===== src/rtl/bsg_comm_link_bringup_seq.sv =====
// Comm-link bring-up sequencer: holds link reset, calibrates each enabled channel
// in turn with a timeout, then releases core reset, retries, or latches failure.
module bsg_comm_link_bringup_seq #(
  parameter int                    channels_p             = 4,
  parameter logic [channels_p-1:0] enabled_at_start_vec_p = {channels_p{1'b1}},
  parameter int                    reset_cycles_p         = 16,
  parameter int                    timeout_p              = 1024,
  parameter int                    min_channels_p         = 1,
  parameter int                    max_retries_p          = 3
) (
  input  logic                  clk_i,
  input  logic                  async_reset_i,
  output logic [channels_p-1:0] cal_req_o,
  input  logic [channels_p-1:0] cal_done_i,
  input  logic [channels_p-1:0] cal_pass_i,
  input  logic                  recal_i,
  output logic                  link_reset_o,
  output logic                  core_reset_o,
  output logic [channels_p-1:0] channel_active_o,
  output logic                  fail_o,
  output logic [2:0]            state_o
);

  localparam int idx_w   = (channels_p > 1) ? $clog2(channels_p) : 1;
  localparam int hold_w  = $clog2(reset_cycles_p + 1);
  localparam int timer_w = $clog2(timeout_p + 1);
  localparam int retry_w = (max_retries_p > 0) ? $clog2(max_retries_p + 1) : 1;
  localparam int pop_w   = $clog2(channels_p + 1);

  localparam logic [idx_w-1:0]      idx_last_c   = idx_w'(channels_p - 1);
  localparam logic [hold_w-1:0]     hold_last_c  = hold_w'(reset_cycles_p - 1);
  localparam logic [timer_w-1:0]    timer_last_c = timer_w'(timeout_p - 1);
  localparam logic [retry_w-1:0]    retry_max_c  = retry_w'(max_retries_p);
  localparam logic [pop_w-1:0]      min_pass_c   = pop_w'(min_channels_p);
  localparam logic [channels_p-1:0] req_one_c    = channels_p'(1);

  typedef enum logic [2:0] {
    S_RESET_HOLD = 3'd0,
    S_SELECT     = 3'd1,
    S_CAL_WAIT   = 3'd2,
    S_CHECK      = 3'd3,
    S_RUN        = 3'd4,
    S_FAIL       = 3'd5
  } state_e;

  state_e                  state_q,  state_d;
  logic [idx_w-1:0]        idx_q,    idx_d;
  logic [hold_w-1:0]       hold_q,   hold_d;
  logic [timer_w-1:0]      timer_q,  timer_d;
  logic [retry_w-1:0]      retry_q,  retry_d;
  logic [channels_p-1:0]   cal_req_q, cal_req_d;
  logic [channels_p-1:0]   active_q, active_d;
  logic                    link_reset_q, link_reset_d;
  logic                    core_reset_q, core_reset_d;
  logic                    fail_q,   fail_d;
  logic [pop_w-1:0]        pass_count;
  logic                    cal_finished;

  always_comb begin
    pass_count = '0;
    for (int i = 0; i < channels_p; i++) begin
      pass_count = pass_count + pop_w'(active_q[i]);
    end
  end

  // Only the selected channel's done matters; done takes priority over timeout.
  assign cal_finished = cal_done_i[idx_q] || (timer_q == timer_last_c);

  always_comb begin
    // NOTE: every next-state variable gets its hold value first so no path infers a latch.
    state_d      = state_q;
    idx_d        = idx_q;
    hold_d       = hold_q;
    timer_d      = timer_q;
    retry_d      = retry_q;
    cal_req_d    = cal_req_q;
    active_d     = active_q;
    link_reset_d = link_reset_q;
    core_reset_d = core_reset_q;
    fail_d       = fail_q;

    case (state_q)
      S_RESET_HOLD: begin
        link_reset_d = 1'b1;
        core_reset_d = 1'b1;
        if (hold_q == hold_last_c) begin
          state_d      = S_SELECT;
          hold_d       = '0;
          idx_d        = '0;
          active_d     = '0;
          link_reset_d = 1'b0;
        end else begin
          hold_d = hold_q + hold_w'(1);
        end
      end

      S_SELECT: begin
        if (enabled_at_start_vec_p[idx_q]) begin
          state_d   = S_CAL_WAIT;
          timer_d   = '0;
          cal_req_d = req_one_c << idx_q;
        end else if (idx_q == idx_last_c) begin
          state_d = S_CHECK;
        end else begin
          idx_d = idx_q + idx_w'(1);
        end
      end

      S_CAL_WAIT: begin
        if (cal_finished) begin
          active_d[idx_q] = cal_done_i[idx_q] & cal_pass_i[idx_q];
          cal_req_d       = '0;
          if (idx_q == idx_last_c) begin
            state_d = S_CHECK;
          end else begin
            state_d = S_SELECT;
            idx_d   = idx_q + idx_w'(1);
          end
        end else begin
          timer_d = timer_q + timer_w'(1);
        end
      end

      S_CHECK: begin
        if (pass_count >= min_pass_c) begin
          state_d      = S_RUN;
          core_reset_d = 1'b0;
        end else if (retry_q < retry_max_c) begin
          state_d      = S_RESET_HOLD;
          retry_d      = retry_q + retry_w'(1);
          hold_d       = '0;
          link_reset_d = 1'b1;
        end else begin
          state_d      = S_FAIL;
          fail_d       = 1'b1;
          link_reset_d = 1'b1;
        end
      end

      S_RUN: begin
        if (recal_i) begin
          state_d      = S_RESET_HOLD;
          hold_d       = '0;
          retry_d      = '0;
          active_d     = '0;
          link_reset_d = 1'b1;
          core_reset_d = 1'b1;
        end
      end

      S_FAIL: begin
        if (recal_i) begin
          state_d = S_RESET_HOLD;
          hold_d  = '0;
          retry_d = '0;
          fail_d  = 1'b0;
        end
      end

      default: begin
        state_d      = S_RESET_HOLD;
        hold_d       = '0;
        cal_req_d    = '0;
        link_reset_d = 1'b1;
        core_reset_d = 1'b1;
      end
    endcase
  end

  // NOTE: sequential state uses non-blocking assignments so all registers update together.
  always_ff @(posedge clk_i or posedge async_reset_i) begin
    if (async_reset_i) begin
      state_q      <= S_RESET_HOLD;
      idx_q        <= '0;
      hold_q       <= '0;
      timer_q      <= '0;
      retry_q      <= '0;
      cal_req_q    <= '0;
      active_q     <= '0;
      link_reset_q <= 1'b1;
      core_reset_q <= 1'b1;
      fail_q       <= 1'b0;
    end else begin
      state_q      <= state_d;
      idx_q        <= idx_d;
      hold_q       <= hold_d;
      timer_q      <= timer_d;
      retry_q      <= retry_d;
      cal_req_q    <= cal_req_d;
      active_q     <= active_d;
      link_reset_q <= link_reset_d;
      core_reset_q <= core_reset_d;
      fail_q       <= fail_d;
    end
  end

  assign cal_req_o        = cal_req_q;
  assign link_reset_o     = link_reset_q;
  assign core_reset_o     = core_reset_q;
  assign channel_active_o = active_q;
  assign fail_o           = fail_q;
  assign state_o          = state_q;

endmodule


===== config.mk =====
export PLATFORM = sky130hd
export DESIGN_NAME = bsg_comm_link_bringup_seq
export DESIGN_NICKNAME = d
export VERILOG_FILES = /design/src/rtl/bsg_comm_link_bringup_seq.sv
export SDC_FILE = /design/constraint.sdc
export NUM_CORES = 1
export LEC_CHECK = 0
export CAP_MARGIN = 20
export CORE_AREA = 4 4 64 66
export DETAILED_ROUTE_END_ITERATION = 10
export DIE_AREA = 0 0 68 70
export MAX_ROUTING_LAYER = met4
export PLACE_DENSITY = 0.86
export SYNTH_ARGS = -nofsm -noshare
export SYNTH_HDL_FRONTEND = slang
export SYNTH_SLANG_ARGS = --single-unit
export TNS_END_PERCENT = 10

===== constraint.sdc =====
create_clock -name clk_i -period 7.8 [get_ports clk_i]
set_clock_uncertainty 0.15 [all_clocks]
set_input_delay 1.56 -clock clk_i [delete_from_list [all_inputs] [get_ports clk_i]]
set_output_delay 1.56 -clock clk_i [all_outputs]
set_load 0.01 [all_outputs]

; ---- After elaboration in Yosys (flattened, before gate mapping)
; Index checks and enable logic that the tools add are counted.
[op_classes]
addsub = 7
mul = 0
n_div = 0
magnitude_cmp = 4
n_eq_ne = 21
shifts = 1
mux = 52
n_bitwise = 4
n_reduce_logical = 22
[op_table]
columns = cell, n
row1 = 4-bit one-hot mux with 3 select lines, 2
row2 = 4-bit AND reduction, 6
row3 = 11-bit two-way mux, 2
row4 = "2-bit != test, second input constant", 11
row5 = 11-bit one-hot mux with 2 select lines, 1
row6 = 3-bit two-way mux, 7
row7 = 4-bit two-way mux, 5
row8 = 5-bit two-way mux, 4
row9 = 5-bit one-hot mux with 4 select lines, 1
row10 = 2-bit two-way mux, 8
row11 = 3-bit one-hot mux with 5 select lines, 1
row12 = 3-bit AND reduction, 4
row13 = "11-bit by 1-bit adder with 11-bit output, second input constant", 1
row14 = "11-bit by 10-bit equality test with 1-bit output, second input constant", 1
row15 = 1-bit two-way mux, 11
row16 = 1-bit binary-select mux with 2-bit select, 3
row17 = "3-bit by 2-bit equality test with 1-bit output, second input constant", 2
row18 = "3-bit equality test, second input constant", 2
row19 = 2-bit one-hot mux with 3 select lines, 1
row20 = 2-bit nonzero test, 3
row21 = 3-bit nonzero test, 2
row22 = "5-bit by 1-bit adder with 5-bit output, second input constant", 1
row23 = "5-bit by 4-bit equality test with 1-bit output, second input constant", 1
row24 = "2-bit by 1-bit adder with 2-bit output, second input constant", 2
row25 = other kinds (26), 29
[totals]
reg_bits = 34
latchBits = 0
mem_bits_rw = 0
mem_bits_ro = 0
output_inout_bits = 14
elab_cells = 121
n_memories = 0

; ---- Depth between registers and ports, before layout
[depth]
depth_word = 7
mapped_depth = 10
ltp_nobuf = 10

; ---- Worst setup path after synthesis
; Ideal clock, no wire load.
[synth_timing]
path_kind = input to register
startpoint = input port cal_done_i[3]
endpoint = register idx_q[0]
t_arrival_ps = 2885
t_required_ps = 7525
setup_slack_ps = 4641
stages = 5
n_path_buf = 1
path_cell_list = mux4_2 > nand2b_4 > buf_6 > o211ai_1 > mux2_2
[synth_via]
elab_chain_cells = 5
[synth_rtl]
columns = element, line_no
row1 = start: declaration, 14  ; input logic [channels_p-1:0] cal_done_i,
row2 = 1-bit binary-select mux with 2-bit select, 67  ; assign cal_finished = cal_done_i[idx_q] || (timer_q == timer_last_c);
row3 = 1-bit two-way mux (implied by the code), 67
row4 = 1-bit logical OR, 67
row5 = 2-bit != test (no source line), n/a
row6 = 4-bit AND reduction (no source line), n/a
row7 = end signal: assignment, 185  ; idx_q <= idx_d;
row8 = end: declaration, 47  ; logic [idx_w-1:0] idx_q, idx_d;
; Every way passes these cells. The select of a mux whose other input is x is not followed.
; A chain may end at the register's enable or synchronous reset.

; ---- Worst setup path in the final report
[layout_timing]
startpoint = register state_q[2], in the netlist state_o[2]
endpoint = output port state_o[2]
[layout_rtl]
columns = element, line_no
row1 = start: declaration, 46  ; state_e state_q, state_d;
row2 = start signal: assignment, 184  ; state_q <= state_d;
row3 = end: declaration, 21  ; output logic [2:0] state_o
; No word-level cell between the ends.

==> flow_metrics.tcl <==
set metrics [dict create \
    viasPerCell 6.02 \
    crit_type "flop to primary output" \
    wire_per_inst_um 15.2 \
    p_total_mw 0.793 \
    setup_violations 0 \
    first_pass_iters 4 \
    cp_cell_sequence "clkdlybuf4s50_1" \
    syn_area_per_cell_um2 9.50 \
    clkTransAtPathRegs_ns 0.10 \
    reg2reg_slack_ns 4.89 \
    cts.sinks 34 \
    ant_nets 0 \
    grt_pass1_wl_mm 7.38 \
    num-nets-final 260 \
    hp-class "flop to flop" \
    drv_slew 0 \
    grt_max_degree 35 \
    cts-buffers-inserted 5 \
    ioPinCount 25 \
    fmax_ghz 0.281 \
    slowest_delay_ns 0.83 \
    cts_hold_buffers 0 \
    grt-ovfl-total 0 \
    use_met1_pct 28.9 \
    cp_slowest_cell "dfrtp_1" \
    reg2reg_depth 10 \
    synthesis.nets 237 \
    area_growth_pct 16.0 \
    start_util_pct 57.1 \
    met3_usage_pct 4.66 \
    drive_gt1_share_pct 7.95 \
    cp-end-kind "primary output" \
    powerDensity_nw_per_um2 335 \
    num-fill-cells 298 \
    hold_violations 0 \
    post-route-min-period_ns 3.56 \
    p_leak_nw 0.991 \
    synth.top_cells.by_area "dfrtp_1, ha_1, inv_1" \
    worstPathMaxFanout 24 \
    required_ns 6.09 \
    drc 0 \
    antenna_found_initial 0 \
    synthesis.area_um2 2040 \
    whs_ns 0.342 \
    ys.flop_type "dfrtp_1" \
    cts-htree-levels 2 \
    grt.busiest_layer "met2" \
    post-cts-setup-buffers 0 \
    vdd_drop_max_mv 0.171 \
    period_share_pct 45.7 \
    post_cts_resized 0 \
    place_area_um2 2310 \
    synth_seq_cells 34 \
    core_um2 3580 \
    fin_cells 287 \
    arrival_ns 1.85 \
    slew_headroom_pct 40.4 \
    start_kind "flop" \
    dr.first_iter.drc_count 165 \
    die_h_um 70 \
    synth-async-reset-ratio_pct 100 \
    status "completed" \
    cp_top_family "flip-flops" \
    cts_tree "done" \
    synth_edf_count 0 \
    synth-seq-area-share_pct 41.8 \
    io_buffers 24 \
    synth_top_cell_area_share_pct 39.2 \
    synth_top_cell_by_area "dfrtp_1" \
    final_core_util_pct 66.2 \
    reg2reg_from "channel_active_o[0]$_DFFE_PP0P_" \
    worst_setup_path_endpoint "state_o[2]" \
    tns_ns 0 \
    worstMarginPinSlew_ns 0.887 \
    rows 22 \
    die_area_um2 4760 \
    path_buf_inv 1 \
    dr_total_vias 1729 \
    startpoint "state_o[2]$_DFFE_PP0P_" \
    use_met2_pct 29.7 \
    rsz0062_at_grt "no" \
    gp_congestion 0.883 \
    ctsRootBufferMaster "clkbuf_4" \
    final_area_um2 2370 \
    grt_pass1_vias 1590 \
    die_x_um 68 \
    diodes 0 \
    routed_wl_mm 4.36 \
    clk_latency_ns 0.34 \
    setup_slack_ns 4.24 \
    crit_cells 1 \
    dp_hpwl_mm 3.13 \
    worstReg2RegEnd "hold_q[2]$_DFFE_PP0P_" \
    dp.cells 279 \
    yosysWarnings 0 \
    clk_path_buf_depth 2 \
    pre_cts_ws_ns 4.11 \
    synth_cell_type_count 52 \
    synth_cells 215 \
    grt_usage_pct 20.6 \
    cap_violations 0 \
]
where the power goes:
| group | total, mW | switching [mW] | internal [mW] |
|---|---|---|---|
| logic | 0.388 | 0.210 | 0.178 |
| registers | 0.304 | 0.0767 | 0.227 |
| clock network | 0.101 | 0.0575 | 0.0436 |
| total | 0.793 | 0.344 | 0.449 |
worst min-delay path by stage:
stage	end	start	cells past startpoint
2_1_floorplan	timer_q[6]$_DFFE_PP0P_	timer_q[6]$_DFFE_PP0P_	1
3_3_place_gp	timer_q[6]$_DFFE_PP0P_	timer_q[6]$_DFFE_PP0P_	1
3_5_place_dp	timer_q[6]$_DFFE_PP0P_	timer_q[6]$_DFFE_PP0P_	1
4_1_cts	timer_q[6]$_DFFE_PP0P_	timer_q[6]$_DFFE_PP0P_	1
5_1_grt	timer_q[8]$_DFFE_PP0P_	timer_q[8]$_DFFE_PP0P_	1
6_report	timer_q[6]$_DFFE_PP0P_	timer_q[6]$_DFFE_PP0P_	1
cell usage after synthesis, types with 3 or more instances:
cell      count
buf_2         3
ha_1         10
mux2i_1       6
nand3_1      12
o22ai_1       5
o31ai_1       5
o211ai_1      6
clkbuf_1      4
dfrtp_1      32
o21ai_0       6
nor2_1       12
nor3_1        4
a31oi_1       3
o221ai_1      4
nand2_1      18
a21oi_1      13
a22o_1        4
or4_1         5
inv_1        19
metal layers:
layer / vias up / wire length (um)
li1: 846 / -
met1: 836 / 2040
met2: 38 / 2050
met3: 9 / 203
met4: 0 / 59
met5: - / 0
registers in the layout, indices dropped and copies added (netlist names):
signal,cells
channel_active_o,4
state_o,3
core_reset_o,1
hold_q,5
fail_o,1
cal_req_o,4
retry_q,2
link_reset_o,1
timer_q,11
idx_q,2
layout by cell type, fill, tap and decap left out, types with 2 or more instances in the layout:
cell	Yosys	routed
a211oi_1	2	2
a21boi_0	2	2
a21oi_1	13	13
a22o_1	4	4
a311oi_1	2	2
a31oi_1	3	3
and2_1	2	2
buf_4	0	2
clkbuf_4	0	5
clkdlybuf4s50_1	0	24
dfrtp_1	32	32
dfstp_2	2	2
ha_1	10	10
inv_1	19	19
mux2_2	2	2
mux2i_1	6	6
nand2_1	18	18
nand2b_1	2	2
nand3_1	12	12
nor2_1	12	12
nor2b_1	2	2
nor3_1	4	4
o211ai_1	6	6
o21ai_0	6	6
o221ai_1	4	4
o22ai_1	5	5
o31ai_1	5	5
or3_1	2	2
or4_1	5	5
xnor2_1	2	2
cell families after synthesis:
group	Yosys count	synth area share, %
AOI/OAI and AO/OA	60	20.3
xor gates and xnor gates	2	0.858
adders and majority gates	11	7.11
buffers and inverters	29	5.88
DFF	34	41.8
muxes	9	5.15
and+or+nand+nor	70	18.9
final cells by class:
cell class | count | area, um^2 | share of cell area, %
Timing Repair Buffer | 26 | 255 | 10.8
Clock buffer | 7 | 55.1 | 2.32
Sequential cell | 34 | 853 | 36.0
Tap cell | 48 | 60.1 | 2.54
Clock inverter | 1 | 5.00 | 0.211
Multi-Input combinational cell | 152 | 1070 | 45.1
Inverter | 19 | 71.3 | 3.01
Power figures use the tool's default switching activity.
==> RTL edit 1 (config.mk and constraints unchanged) <==
Make the reset (`async_reset_i`) synchronous in one clocked block.
--- a/src/rtl/bsg_comm_link_bringup_seq.sv
+++ b/src/rtl/bsg_comm_link_bringup_seq.sv
@@ -168,7 +168,7 @@
   end
 
   // NOTE: sequential state uses non-blocking assignments so all registers update together.
-  always_ff @(posedge clk_i or posedge async_reset_i) begin
+  always_ff @(posedge clk_i) begin
     if (async_reset_i) begin
       state_q      <= S_RESET_HOLD;
       idx_q        <= '0;
Formal check against the unedited RTL: same outputs for any inputs over 10 cycles, from zero or initial values and one cycle with async_reset_i high; that may be too few to reach the edited logic, so the function may still have changed.
==> RTL edit 1 against the unedited design <==
  * Sequential cell count stayed put
  * Setup slack gained 0.093 ns
  * Routed wire length increased by 4.7%
  * Synthesized area fell by 0.67%
  * Synthesized cell count grew 8.4%
  * Count of clock-buffer cells in the layout unchanged
  * Final area shrank 1.3%
Power is not compared: it rests on default switching activity, and its combinational part moved more than twofold at a synthesized area within 25%.
==> RTL edit 1: results (changes against the unedited design) <==
stage,metric,value,unit,change
outcome,run_status,"complete, no violations",,
worst_setup_path,timing.critical_path.max_delay_family,simple AND/OR/NAND/NOR gates,,
logic_synthesis,async_flop_share,0,%,-100 points
worst_setup_path,critPathMaxStageDelay,0.54,ns,-0.29 ns
clocking,cts_inserted_buffers,5,,unchanged
worst_setup_path,critPathArrivalTime,3.60,ns,+1.75 ns
logic_synthesis,synthTopCellsByArea,"sky130_fd_sc_hd__dfxtp_1 34%, sky130_fd_sc_hd__ha_1 6.2%, sky130_fd_sc_hd__a21oi_1 5.4%, sky130_fd_sc_hd__mux2i_1 4.4%, sky130_fd_sc_hd__nand2_1 3.1%",,
worst_setup_path,timing.critical_path.slowest_stage_cell,sky130_fd_sc_hd__or4_1,,
placed_design,routabilityCongestion,0.8443,,-4.4%
grt,grt_use_total,22.60,%,+2.0 points
logic_synthesis,area_fraction_of_the_dominant_cell_type_after_synthesis,33.56,%,-5.7 points
logic_synthesis,synthTopCellsByCount,"34 x sky130_fd_sc_hd__dfxtp_1, 22 x sky130_fd_sc_hd__a21oi_1, 17 x sky130_fd_sc_hd__nand2_1",,
placed_design,dp.final_hpwl,3243,um,+3.7%
route,detail_route.iter0.violations,119,,-28%
grt,first_pass_grt_wire_length,8059,um,+9.3%
layout,fill_cells,293,,-1.7%
grt,grt_start_max_net_pins,27,,-23%
logic_synthesis,postSynthNetCount,255,,+7.6%
worst_setup_path,rrSetupSlack,4.70,ns,-0.19 ns
route,routedWlPerCell,15.26,um,+0.50%
timing,relSlewSlack,47.56,%,+7.2 points
logic_synthesis,synthesis.area_per_instance,8.705,um^2,-8.3%
route,route.detailed.vias_per_inst,6.134,,+1.8%
power_and_ir_drop,leakagePower,0.8164,nW,
logic_synthesis,register_area_share_after_synthesis,33.56,%,-8.2 points
placed_design,place_inst,291,,+4.3%
logic_synthesis,yosysUniqueCellTypes,54,,+3.8%
timing,fin_crit_period,3.472,ns,-0.09279 ns
logic_synthesis,top_flip_flop_cell_by_instance_count_after_synthesis,sky130_fd_sc_hd__dfxtp_1,,
worst_setup_path,worstPathMaxFanout,18,,-25%
route,drt_wl_total,4562,um,+4.7%
layout,layout.nets,272,,+4.6%
[RTL edit 1: changes by cell type after synthesis, sizes merged, moves of 5 or more]
cell | before | now
clkbuf | 4 | 11
dfxtp | 0 | 34
inv | 19 | 13
a21oi | 13 | 22
dfrtp | 32 | 0
o211ai | 6 | 1
[RTL edit 1: metal layers]
layer  routed length (um)  up-vias  GRT usage [%]
met4                   98        0          9.934
met1                 2035      878          28.10
met5                    0        -              -
met3                  166        8          7.235
li1                     -      912              -
met2                 2261       36          33.08
[RTL edit 1: kinds of logic after synthesis]
logic type	after synthesis	share of synthesized area, %
xor gates and xnor gates	1	0.4319
adders and majority gates	11	7.156
muxes	16	9.438
buffers and inverters	29	5.614
and+or+nand+nor	78	21.84
AOI/OAI and AO/OA	64	21.96
DFF	34	33.56
[RTL edit 1: final timing paths]
kind,from,endpoint,cells past startpoint
worst min register to register,timer_q[10],timer_q[10],2
worst max-delay path,cal_done_i[3],timer_q[4],5
worst max register to register,channel_active_o[0],hold_q[2],10
worst min-delay path,timer_q[10],timer_q[10],2
[RTL edit 1: power by group]
group	leakage (nW)	switching (mW)	internal, mW
logic	0.506	0.0746	0.0649
clock network	0.0353	0.0615	0.0437
registers	0.275	0.0218	0.186
total	0.816	0.158	0.295
[RTL edit 1: worst min-delay path: stages (launching register included)]
cell	delay, ns
sky130_fd_sc_hd__dfxtp_1	0.34
sky130_fd_sc_hd__nand2_1	0.06
sky130_fd_sc_hd__a21oi_1	0.03
[RTL edit 1: final cells by class]
| type | instances | area (um^2) | area share, % |
|---|---|---|---|
| clock buffers | 7 | 55.05 | 2.354 |
| clock inverters | 1 | 5.005 | 0.2140 |
| inverters | 13 | 48.80 | 2.087 |
| multi-input cells | 170 | 1234 | 52.76 |
| flip-flops and latches | 34 | 680.7 | 29.11 |
| well taps | 48 | 60.06 | 2.568 |
| repair buffers | 26 | 255.2 | 10.91 |
==> RTL edit 2 (config.mk and constraints unchanged) <==
Made on the original files. Change the parameter `timeout_p` from 1024 to 2048.
--- a/src/rtl/bsg_comm_link_bringup_seq.sv
+++ b/src/rtl/bsg_comm_link_bringup_seq.sv
@@ -4,7 +4,7 @@
   parameter int                    channels_p             = 4,
   parameter logic [channels_p-1:0] enabled_at_start_vec_p = {channels_p{1'b1}},
   parameter int                    reset_cycles_p         = 16,
-  parameter int                    timeout_p              = 1024,
+  parameter int                    timeout_p              = 2048,
   parameter int                    min_channels_p         = 1,
   parameter int                    max_retries_p          = 3
 ) (
Behaviour: no difference found for any inputs over 10 cycles, from zero or initial values and one cycle with async_reset_i high; that may be too few to reach the edited logic, so the function may still have changed.
==> RTL edit 2 against the unedited design <==
  * Synthesized cell count rose by 6.5%
  * Sequential cell count grew 1
  * Highest routed layer unchanged
  * Routed wire length grew 1.9%
  * Final area increased by 3.3%
  * Largest cell class unchanged
  * Synthesized area is 4.5% higher
  * Critical path type unchanged
  * Setup slack better by 0.16 ns
  * Sequential share of layout area down 0.14 points
  * Power up 4.5%
==> RTL edit 2: results (changes against the unedited design) <==
stage,metric,value,unit,change
outcome,run_status,"complete, no violations",,
clocking,clock_tree.buffer_depth,2,,unchanged
grt,grtUsageMet3,4.019,%,-0.64 points
worst_setup_path,critPathArrivalTime,1.70,ns,-0.15 ns
logic_synthesis,register_area_share_after_synthesis,41.15,%,-0.64 points
layout,post_route_cells_drive_above_1_share,8.333,%,+0.38 points
layout,layout.nets,273,,+5.0%
worst_setup_path,worstPathMaxFanout,21,,-13%
placed_design,dp_slack,4.127,ns,+0.01357 ns
logic_synthesis,synthTopCellsByArea,"sky130_fd_sc_hd__dfrtp_1 39%, sky130_fd_sc_hd__ha_1 5.9%, sky130_fd_sc_hd__nand2_1 4.4%, sky130_fd_sc_hd__a21oi_1 3.5%, sky130_fd_sc_hd__mux2i_1 3.3%",,
grt,grt_start_max_net_pins,36,,+2.9%
worst_hold_path,min_from,timer_q[3],,
logic_synthesis,synth_xor_area_share,0.4103,%,-0.45 points
logic_synthesis,postSynthNetCount,251,,+5.9%
worst_hold_path,min_delay_worst_endpoint,timer_q[3],,
route,routedWlPerCell,14.80,um,-2.5%
placed_design,routabilityCongestion,0.8257,,-6.5%
grt,gr-usage-met1,29.43,%,+0.52 points
layout,instances_no_fill,300,,+4.5%
logic_synthesis,synth-compound-area-share,17.06,%,-3.3 points
route,detail_route.iter0.violations,167,,+1.2%
grt,first_pass_grt_wire_length,7534,um,+2.1%
grt,grt_use_total,20.95,%,+0.37 points
layout,reg_top3,"timer_q x12, hold_q x5",,
power_and_ir_drop,leakagePower,1.096,nW,+11%
worst_setup_path,worst_setup_path_endpoint,state_o[1],,
route,route.detailed.vias_per_inst,5.903,,-2.0%
placed_design,dp.final_hpwl,3279,um,+4.9%
grt,grt.met2_usage,29.76,%,+0.11 points
worst_hold_path,holdCritPathClass,flip-flop to flip-flop,,
timing,fin_crit_sh,43.68,%,-2.0 points
logic_synthesis,synthTopCellsByCount,"33 x sky130_fd_sc_hd__dfrtp_1, 25 x sky130_fd_sc_hd__nand2_1, 18 x sky130_fd_sc_hd__inv_1, 18 x sky130_fd_sc_hd__nor2_1, 15 x sky130_fd_sc_hd__a21oi_1",,
placed_design,place_inst,292,,+4.7%
logic_synthesis,post_synth_inst_count,229,,+6.5%
worst_setup_path,crit_path_start,state_o[1],,
timing,timing_worst_slew_pin_value,1.123,ns,+0.2362 ns
worst_setup_path,critPathMaxStageDelay,0.72,ns,-0.11 ns
grt,number_of_global_route_vias_before_repair,1635,,+2.8%
logic_synthesis,post_synth_fa_ha_maj_area_fraction,6.800,%,-0.31 points
==> RTL edit 2: cell types whose count changed in the layout (fill, tap and decap cells not counted), sizes merged, moves of 3 or more <==
| cell | before | now |
|---|---|---|
| o221ai | 4 | 1 |
| o21ai | 6 | 9 |
| nand3 | 12 | 5 |
| nor2 | 12 | 18 |
| nand4 | 1 | 5 |
| a221o | 0 | 3 |
| nand2 | 18 | 25 |
| o211ai | 6 | 2 |
==> RTL edit 2: metal layers <==
metal / part of all wire, % / routed length (um)
met1: 47 / 2097
met2: 46 / 2028
met5: 0 / 0
met4: 1.7 / 77
met3: 5.3 / 237
==> RTL edit 2: layout make-up <==
class                   instances  area [um^2]
inverters                      18        67.56
multi-input cells             166         1141
clock inverters                 3        15.01
flip-flops and latches         35        878.3
well taps                      48        60.06
clock buffers                   5        37.54
fillers                       291         1131
repair buffers                 25        247.7
==> RTL edit 2: power by group <==
group          switching [mW]  internal, mW
clock network          0.0640        0.0335
logic                   0.231         0.198
registers              0.0689         0.233
total                   0.364         0.464
